$ cat src/rtl/cpu_pkg.sv
// Shared constants and types for the instruction-fetch front end.
// Default widths, reset PC, sequential increment and the fetch FSM state encoding.
package cpu_pkg;

  localparam int          DEF_ADDR_W   = 32;
  localparam int          DEF_INSTR_W  = 32;
  localparam logic [31:0] DEF_RESET_PC = 32'h0000_0000;
  localparam logic [31:0] PC_INC       = 32'h0000_0004;

  typedef enum logic {
    REQ  = 1'b0,
    WAIT = 1'b1
  } fetch_state_e;

endpackage

$ cat src/rtl/fetch_out_buf.sv
// One-entry valid/ready register slice holding {pc, instr} for decode.
// A flush empties the slot and wins over a simultaneous load or consume.
module fetch_out_buf #(
  parameter int ADDR_W  = 32,
  parameter int INSTR_W = 32
) (
  input  logic               clk,
  input  logic               rst_n,
  input  logic               flush,
  input  logic               load,
  input  logic [ADDR_W-1:0]  load_pc,
  input  logic [INSTR_W-1:0] load_instr,
  input  logic               out_ready,
  output logic               out_valid,
  output logic [ADDR_W-1:0]  out_pc,
  output logic [INSTR_W-1:0] out_instr
);

  logic               valid_r, valid_s;
  logic [ADDR_W-1:0]  pc_r, pc_s;
  logic [INSTR_W-1:0] instr_r, instr_s;

  // Next slot contents: flush, then load, then consume.
  always_comb begin
    valid_s = valid_r;
    pc_s    = pc_r;
    instr_s = instr_r;
    if (flush) begin
      valid_s = 1'b0;
    end else if (load) begin
      valid_s = 1'b1;
      pc_s    = load_pc;
      instr_s = load_instr;
    end else if (valid_r && out_ready) begin
      valid_s = 1'b0;
    end else begin
      valid_s = valid_r;
    end
  end

  // Slot registers with synchronous active-low reset.
  always_ff @(posedge clk) begin
    if (!rst_n) begin
      valid_r <= 1'b0;
      pc_r    <= '0;
      instr_r <= '0;
    end else begin
      valid_r <= valid_s;
      pc_r    <= pc_s;
      instr_r <= instr_s;
    end
  end

  assign out_valid = valid_r;
  assign out_pc    = pc_r;
  assign out_instr = instr_r;

endmodule

$ cat src/rtl/pc_fetch_unit.sv
// Owns the architectural PC, issues single-outstanding instruction fetches and
// hands {pc, instr} to decode; a redirect reloads the PC and squashes wrong-path work.
module pc_fetch_unit
  import cpu_pkg::*;
#(
  parameter int                ADDR_W   = DEF_ADDR_W,
  parameter int                INSTR_W  = DEF_INSTR_W,
  parameter logic [ADDR_W-1:0] RESET_PC = ADDR_W'(DEF_RESET_PC)
) (
  input  logic               clk,
  input  logic               rst_n,
  input  logic               redirect_valid,
  input  logic [ADDR_W-1:0]  redirect_pc,
  output logic               imem_req_valid,
  input  logic               imem_req_ready,
  output logic [ADDR_W-1:0]  imem_req_addr,
  input  logic               imem_rsp_valid,
  input  logic [INSTR_W-1:0] imem_rsp_data,
  output logic               if_valid,
  input  logic               if_ready,
  output logic [ADDR_W-1:0]  if_pc,
  output logic [INSTR_W-1:0] if_instr
);

  fetch_state_e      state_r, state_s;
  logic [ADDR_W-1:0] pc_r, pc_s;
  logic [ADDR_W-1:0] req_pc_r, req_pc_s;
  logic              kill_r, kill_s;
  logic              accept_s;
  logic              buf_load_s;
  logic              buf_valid_s;
  logic [ADDR_W-1:0] target_s;

  assign target_s       = {redirect_pc[ADDR_W-1:2], 2'b00};
  assign imem_req_valid = rst_n && (state_r == REQ) && !buf_valid_s;
  assign imem_req_addr  = pc_r;
  assign accept_s       = imem_req_valid && imem_req_ready;
  assign if_valid       = buf_valid_s;

  // Fetch FSM: redirect overrides sequential advance and marks in-flight data dead.
  always_comb begin
    state_s    = state_r;
    pc_s       = pc_r;
    req_pc_s   = req_pc_r;
    kill_s     = kill_r;
    buf_load_s = 1'b0;
    case (state_r)
      REQ: begin
        if (redirect_valid) begin
          pc_s = target_s;
          if (accept_s) begin
            kill_s  = 1'b1;
            state_s = WAIT;
          end else begin
            state_s = REQ;
          end
        end else if (accept_s) begin
          req_pc_s = pc_r;
          pc_s     = pc_r + ADDR_W'(PC_INC);
          state_s  = WAIT;
        end else begin
          state_s = REQ;
        end
      end
      WAIT: begin
        if (redirect_valid) begin
          pc_s = target_s;
          if (imem_rsp_valid) begin
            kill_s  = 1'b0;
            state_s = REQ;
          end else begin
            kill_s  = 1'b1;
            state_s = WAIT;
          end
        end else if (imem_rsp_valid) begin
          buf_load_s = !kill_r;
          kill_s     = 1'b0;
          state_s    = REQ;
        end else begin
          state_s = WAIT;
        end
      end
      default: begin
        state_s = REQ;
        kill_s  = 1'b0;
      end
    endcase
  end

  // FSM and PC registers with synchronous active-low reset.
  always_ff @(posedge clk) begin
    if (!rst_n) begin
      state_r  <= REQ;
      pc_r     <= RESET_PC;
      req_pc_r <= '0;
      kill_r   <= 1'b0;
    end else begin
      state_r  <= state_s;
      pc_r     <= pc_s;
      req_pc_r <= req_pc_s;
      kill_r   <= kill_s;
    end
  end

  fetch_out_buf #(
    .ADDR_W  (ADDR_W),
    .INSTR_W (INSTR_W)
  ) u_out_buf (
    .clk        (clk),
    .rst_n      (rst_n),
    .flush      (redirect_valid),
    .load       (buf_load_s),
    .load_pc    (req_pc_r),
    .load_instr (imem_rsp_data),
    .out_ready  (if_ready),
    .out_valid  (buf_valid_s),
    .out_pc     (if_pc),
    .out_instr  (if_instr)
  );

endmodule
$ cat config.mk
export PLATFORM = sky130hd
export DESIGN_NAME = pc_fetch_unit
export DESIGN_NICKNAME = d
export VERILOG_FILES = /design/src/rtl/cpu_pkg.sv /design/src/rtl/fetch_out_buf.sv /design/src/rtl/pc_fetch_unit.sv
export SDC_FILE = /design/constraint.sdc
export NUM_CORES = 1
export LEC_CHECK = 0
export BUFFER_PORTS_ARGS = -buffer_cell sky130_fd_sc_hd__buf_2
export CAP_MARGIN = 20
export CORE_MARGIN = 3
export CORE_UTILIZATION = 40
export DETAILED_ROUTE_END_ITERATION = 7
export PLACE_DENSITY_LB_ADDON = 0.3
export RECOVER_POWER = 50
export SYNTH_ARGS = -nofsm -noshare
export SYNTH_HDL_FRONTEND = slang
export SYNTH_SLANG_ARGS = --single-unit
$ cat constraint.sdc
create_clock -name clk -period 2 [get_ports clk]
set_input_delay 0.4 -clock clk [delete_from_list [all_inputs] [get_ports clk]]
set_output_delay 0.4 -clock clk [all_outputs]
set_load 0.02 [all_outputs]
==> summary.md, run 1 <==
| Metric | Value |
|---|---|
| Mean area per synthesized cell | `7.67 µm²` |
| Launch point of the worst hold path | `imem_rsp_data[6]` |
| Maximum number of buffers from clock root to sink | `2` |
| Area used by multi-input combinational logic | `2650 µm²` |
| Crit start category | `flip-flop` |
| Maximum number of pins on one net before global-route repair | `102` |
| Final Instance Area | `7240 µm²` |
| Root buffer cell | `clkbuf_16` |
| Last weighted congestion value of the routability-driven placer | `0.923` |
| TritonCTS Buffers | `17` |
| Data required time of the worst path | `2350 ps` |
| Critical Path End Type | `flip-flop` |
| Synthesis-stage register bit count | `125` |
| Fraction of final layout cells with drive strength greater than 1 | `21.6%` |
| Delay of the slowest cell on the worst path | `770 ps` |
| Critical R2R Capture | `imem_req_addr[17]` |
| Detailed-route wire length per cell | `15.7 µm` |
| Die span in x | `122 µm` |
| Startpoint of the lowest-slack register-to-register path | `imem_req_addr[11]` |
| Post-placement worst setup slack | `-11.1 ps` |
| Count of antenna-violating nets left after detailed routing | `0` |
| Total of buffers placed on input and output ports | `161` |
| Commonest register cell after synthesis | `dfxtp_1` |
| Minimum clock period after layout | `2030 ps` |
| Final layout net count | `962` |
| Critical-path top delay cell | `or4_1` |
| Maximum clock skew at final layout | `5.66 ps` |
| Antenna violations before repair | `1` |
| Detailed Route WL | `17.0 mm` |
| Maximum VDD drop | `0.569 mV` |
| Slack of the critical path | `-28.2 ps` |
| Overall routing resource usage | `22.5%` |
| Power Dens Cells | `908 nW/µm²` |
| Measured slew at the worst slew-check pin | `701 ps` |
| Fmax | `493 MHz` |
| Number of DRC violations after detailed-routing iteration 0 | `547` |
| Hold crit path type | `in2reg` |
| Instance count after placement with tap cells included | `1044` |
| Cell count after synthesis | `706` |
| Leading post-synthesis cells by cell area | `dfxtp_1, nand2_1, a21oi_1, clkbuf_1, nand4_1` |
| Clock transition at path regs | `60 ps` |
| Post-synthesis cell type with the largest combined area | `dfxtp_1` |
| Clock net sink count | `125` |
| Total vias in the final route | `5824` |
| Max-cap violations | `0` |
| Number of max-slew violations in the final report | `0` |
| Sequential standard cell area | `2520 µm²` |
| Global-route wire length before repair | `26.8 mm` |
| Placement Cell Area | `6730 µm²` |
| Num rows | `41` |
| Number of synthesized flops with an enable pin | `0` |
| Level count of the clock H-tree | `4` |
| Hold Path Cell Cnt | `3` |
| Async SR Flop Fraction | `0%` |
| Setup repair after global routing missed its margin | `true` |
| Floorplan Core Area | `12900 µm²` |
| Violations in the final reports | `negative setup slack` |
| Part of the Yosys area used for sequential elements | `46.2%` |
| Period utilisation layout | `101%` |
| Leftover overflow at the end of global routing | `0` |
| Via density | `5.41` |
| Die Area | `15000 µm²` |
| Number of distinct library cell variants in the gate-level netlist after synthesis | `58` |
| Synth warn | `0` |
| Ordered cell list for the critical path | `nand4_1, or4_1, or4b_1, nand3_1` |
| Final instance count without filler cells | `1077` |
| Top cell type's share of synthesized area | `46.2%` |
| Filler cells | `1321` |
| Post-route DRC | `0` |
| Effective utilization at floorplan | `41.9%` |
| Ports | `168` |
| TritonCTS clock tree | `built` |
| Final setup fails | `1` |
| Vias in the first global route | `5348` |
| Total iterations of the first detailed-routing run | `5` |
| Half-perimeter wire length after detailed placement | `11.7 mm` |
| Status | `complete, but fails checks` |
| Relative slew slack | `53.2%` |
| Height of the chip | `122 µm` |
| WS Path Type | `reg2reg` |
| FF-to-FF path depth | `4` |
| Post-Synthesis Cell Area | `5420 µm²` |
| Reg2Reg Setup Slack | `-30 ps` |
| Final hold viol count | `0` |
| Leakage power of the design | `2.65 nW` |
| Highest fanout seen on the critical path | `8` |
| Source-to-sink clock delay at the later pin of the worst-skew pair | `410 ps` |
| Capture endpoint of the worst hold path | `u_out_buf.out_instr[6]` |
| Layout-stage area growth over the synthesis result | `33.7%` |
| Arrival time reported for the critical path endpoint | `2380 ps` |
[synthesized netlist by cell type (7+ instances only)]
library cell  number
clkbuf_1          48
dfxtp_1          125
nand3_1           16
and3_1             8
nor2_1            21
nor4_1             7
o21ai_0           17
a21oi_1          113
nand2_1          214
nand4_1           14
a31oi_1            8
o311ai_0           7
[repair_timing]
item / CTS / global route
setup endpoints to repair: 0 / 7
hold buffers: 0 / 0
setup buffers: 0 / 0
resized for setup: 0 / 4
[cells in the final DEF, fill, tap and decap left out, types with 5 or more instances in the layout]
cell,Yosys,routed
nor2_1,21,20
a21oi_1,113,113
clkbuf_16,0,17
buf_4,5,60
a31oi_1,8,8
clkbuf_1,48,94
nand2_1,214,214
and3_1,8,8
nor3_1,6,5
nand3_1,16,16
dfxtp_2,0,8
nor4_1,7,7
nand4_1,14,14
o211ai_1,6,6
dfxtp_1,125,115
o311ai_0,7,7
o21ai_0,17,17
buf_2,4,71
[cell families (layout without fill, tap and decap cells)]
| kind of cell | after synthesis | in the layout | synth area share (%) |
|---|---|---|---|
| and+or+nand+nor | 323 | 323 | 26.9 |
| AOI/OAI and AO/OA | 186 | 186 | 20.5 |
| DFF | 125 | 125 | 46.2 |
| buffers and inverters | 69 | 264 | 5.91 |
| adders and majority gates | 1 | 1 | 0.231 |
| other | 1 | 5 | 0.0692 |
| muxes | 1 | 1 | 0.185 |
[stage by stage]
step                hold slack, ps  setup TNS [ps]  utilization (%)  power, W
floorplan                      432               0                -   0.00307
global placement               439               0             52.1   0.00338
detailed placement             443           -11.1             52.1   0.00338
CTS                            212               0             56.9   0.00661
global route                   219            -407             56.0   0.00680
finish                         222           -28.2             56.0   0.00657
[power by group]
part           switching (W)  internal, W
logic               0.000428     0.000256
clock network        0.00110      0.00215
registers          0.0000738      0.00257
total                0.00160      0.00497
[metal layers]
layer,global-route usage [%],vias to the layer above,part of all wire (%)
li1,-,2838,-
met4,7.07,0,2.2
met1,31.6,2660,44
met3,5.76,38,8.7
met2,33.8,288,46
met5,0,-,0
[worst max-delay path by stage]
stage | startpoint | endpoint | cells after the start
after floorplan | imem_req_addr[3] | imem_req_addr[18] | 6
after global placement | rst_n | imem_req_addr[8] | 7
after detailed placement | rst_n | imem_req_addr[8] | 7
after CTS | imem_req_addr[3] | imem_req_addr[18] | 6
after global routing | imem_req_addr[3] | imem_req_addr[18] | 6
final | imem_req_addr[11] | imem_req_addr[17] | 4
[flip-flops by register name (all words and copies together) (netlist names)]
name and count:
u_out_buf.out_pc 30, imem_req_addr 30, state_r 1, u_out_buf.out_valid 1, kill_r 1, req_pc_r 30, u_out_buf.out_instr 32
[worst max-delay path, delay by kind of cell, from the launching register on]
kind	cells	cell delay [ps]
simple gates	4	1640
flops	1	330
[final cells by class]
class                   count  share of cell area (%)
diodes                      1                  0.0345
clock buffers              22                    6.41
clock inverters            10                    2.25
inverters                   5                   0.276
multi-input cells         515                    36.6
flip-flops and latches    125                    34.8
well taps                 172                    2.97
repair buffers            227                    16.7
(Power assumes the default switching activity.)
==> run 2: changes to the inputs <==
SYNTH_HIERARCHICAL = 1   (was unset)
==> summary.md, run 2 <==
| Metric | Value |
|---|---|
| Height of the chip | `127 µm (+3.9%)` |
| Minimum clock period after layout | `1910 ps (-120 ps)` |
| Fmax | `524 MHz (+6.3%)` |
| Detailed-route wire length per cell | `14.6 µm (-7.2%)` |
| Relative slew slack | `44.3% (-9.0 points)` |
| Power Dens Cells | `862 nW/µm² (-5.1%)` |
| Leading post-synthesis cells by cell area | `dfxtp_1, nand2_1, mux2i_1, a21boi_0, buf_12` |
| Final hold viol count | `0 (unchanged)` |
| Count leader, synth | `nand2_1` |
| Post-synthesis cell type with the largest combined area | `dfxtp_1` |
| Detailed Route WL | `15.8 mm (-6.6%)` |
| Critical Path End Type | `flip-flop` |
| Maximum number of pins on one net before global-route repair | `94 (-7.8%)` |
| Die span in x | `127 µm (+3.9%)` |
| Via density | `5.06 (-6.4%)` |
| Clock net sink count | `127 (+1.6%)` |
| Commonest register cell after synthesis | `dfxtp_1` |
| Level count of the clock H-tree | `4 (unchanged)` |
| Vias in the first global route | `5132 (-4.0%)` |
| Overall routing resource usage | `19.4% (-3.0 points)` |
| Clock transition at path regs | `50 ps (about the same)` |
| Number of DRC violations after detailed-routing iteration 0 | `286 (-48%)` |
| Reg2Reg Setup Slack | `90 ps (+120 ps)` |
| Leftover overflow at the end of global routing | `0 (unchanged)` |
| Synthesis-stage register bit count | `127 (+1.6%)` |
| Total iterations of the first detailed-routing run | `6 (+1)` |
| Number of max-slew violations in the final report | `0 (unchanged)` |
| Maximum number of buffers from clock root to sink | `2 (unchanged)` |
| Async SR Flop Fraction | `0% (unchanged)` |
| Share of cell area taken by muxes after synthesis | `12.5% (+12 points)` |
| Post-route DRC | `0 (unchanged)` |
| Hold crit path type | `in2reg` |
| Measured slew at the worst slew-check pin | `836 ps (+135 ps)` |
| Crit start category | `flip-flop` |
| Number of distinct library cell variants in the gate-level netlist after synthesis | `57 (-1.7%)` |
| Antenna violations before repair | `0 (-1)` |
| Post-synthesis compound-gate area fraction | `13.2% (-7.3 points)` |
| Num rows | `43 (+4.9%)` |
| Maximum VDD drop | `0.640 mV (+13%)` |
| Root buffer cell | `clkbuf_16` |
| Synth warn | `6 (+6)` |
| Setup TNS | `0 ps (+28.2 ps)` |
| Antenna cell count | `0 (-1)` |
| Highest fanout seen on the critical path | `4 (-4)` |
| Layout-stage area growth over the synthesis result | `29.1%` |
| Max-cap violations | `0 (unchanged)` |
| Data required time of the worst path | `2350 ps (about the same)` |
| Effective utilization at floorplan | `41.6% (-0.27 points)` |
| Maximum clock skew at final layout | `6.66 ps (+0.993 ps)` |
| Final setup fails | `0 (-1)` |
| Adder-cell share of the synthesized area | `0.213% (-0.018 points)` |
| Part of the Yosys area used for sequential elements | `43.3% (-2.9 points)` |
| Die Area | `16200 µm² (+7.9%)` |
| Total of buffers placed on input and output ports | `163 (+1.2%)` |
| Total vias in the final route | `5485 (-5.8%)` |
| Count of antenna-violating nets left after detailed routing | `0 (unchanged)` |
| Fraction of final layout cells with drive strength greater than 1 | `18.9% (-2.7 points)` |
| Status | `finished clean` |
| Half-perimeter wire length after detailed placement | `11.3 mm (-3.6%)` |
| Source-to-sink clock delay at the later pin of the worst-skew pair | `420 ps (about the same)` |
| Cell count after synthesis | `699 (-0.99%)` |
| Arrival time reported for the critical path endpoint | `2250 ps (-130 ps)` |
| TritonCTS Buffers | `17 (unchanged)` |
| Most numerous cell types in the synthesized netlist | `nand2_1, dfxtp_1, mux2i_1` |
| Main combinational cell family by area after synthesis | `simple AND/OR/NAND/NOR gates` |
| Filler cells | `1432 (+8.4%)` |
| Simple-gate area share of the yosys netlist | `24.4% (-2.5 points)` |
| Floorplan Core Area | `14100 µm² (+9.0%)` |
| Most frequent standard cell in the layout excluding fill and tap cells | `nand2_1` |
| Number of synthesized flops with an enable pin | `0 (unchanged)` |
| TritonCTS clock tree | `built` |
| Ports | `168 (unchanged)` |
| Period utilisation layout | `95.4% (-6.0 points)` |
| Post-Synthesis Cell Area | `5870 µm² (+8.3%)` |
| Global-route wire length before repair | `25.3 mm (-5.6%)` |
| Last weighted congestion value of the routability-driven placer | `0.848 (-8.1%)` |
| Final layout net count | `962 (unchanged)` |
| Xor/xnor share of the synthesized area | `0% (unchanged)` |
| Commonest cells after routing, fill and taps aside | `nand2_1, dfxtp_1, clkbuf_1` |
| Leakage power of the design | `2.87 nW (+8.3%)` |
| WS Path Type | `reg2reg` |
| Total power consumption of the routed design | `0.00653 W (-0.67%)` |
| Top cell type's share of synthesized area | `43.3% (-2.9 points)` |
| Mean area per synthesized cell | `8.40 µm² (+9.4%)` |
[run 2: power breakdown]
part | internal [W] | total, W | switching, W
logic | 0.000264 | 0.000667 | 0.000403
registers | 0.00260 | 0.00266 | 0.0000569
clock network | 0.00210 | 0.00321 | 0.00110
total | 0.00497 | 0.00653 | 0.00156
[run 2: logic make-up (layout without fill, tap and decap cells)]
logic type,after synthesis,in the layout
adders and majority gates,1,1
and+or+nand+nor,323,323
buffers and inverters,59,261
other,1,4
muxes,73,73
AOI/OAI and AO/OA,115,115
DFF,127,127
[run 2: per-stage QoR]
| step | hold WS, ps | worst slack (ps) | std cells | cell area [µm²] | utilization (%) |
|---|---|---|---|---|---|
| after global routing | 221 | -0.217 | 1084 | 7580 | 53.8 |
| after floorplan | 437 | 16.7 | 702 | 5880 | - |
| after detailed placement | 447 | 89.5 | 1050 | 7070 | 50.2 |
| after CTS | 212 | 74.8 | 1082 | 7690 | 54.5 |
| after global placement | 440 | 117 | 1050 | 7070 | 50.2 |
| final | 231 | 91.7 | 1084 | 7580 | 53.8 |
[run 2: final timing paths]
kind | start | endpoint | depth (start not counted)
max reg2reg | imem_req_addr[2] | imem_req_addr[27] | 6
min reg2reg | u_out_buf/out_pc[25] | u_out_buf/out_pc[25] | 2
max | imem_req_addr[2] | imem_req_addr[27] | 6
min | imem_rsp_data[3] | u_out_buf/out_instr[3] | 3
[run 2: worst max-delay path, cell delays in order, from the launching register on]
cell     delay [ps]
dfxtp_2         340
buf_4           120
nand3_1          90
or4_4           570
nor4_4          270
mux2_1          340
a21oi_1         120
[run 2: layer usage]
layer  track usage (%)  wire length [µm]  vias to the layer above
met5                 0                 0                        -
met3              5.18              1160                       18
met2              30.8              6890                      193
li1                  -                 -                     2778
met4              6.69               205                        0
met1              25.7              7570                     2496
[run 2: timing repair]
| item | CTS | global route |
|---|---|---|
| gates resized for setup | 0 | 2 |
| setup buffers | 0 | 2 |
| hold buffers | 0 | 0 |
| setup endpoints to repair | 0 | 5 |
[run 2: cell type report]
| class | count | area (µm²) | area share (%) |
|---|---|---|---|
| clock buffer | 20 | 447 | 5.89 |
| clock inverter | 12 | 166 | 2.20 |
| inverter | 4 | 15.0 | 0.198 |
| multi-input combinational | 516 | 2980 | 39.3 |
| sequential | 127 | 2550 | 33.6 |
| tap | 180 | 225 | 2.97 |
| timing repair buffer | 225 | 1200 | 15.8 |
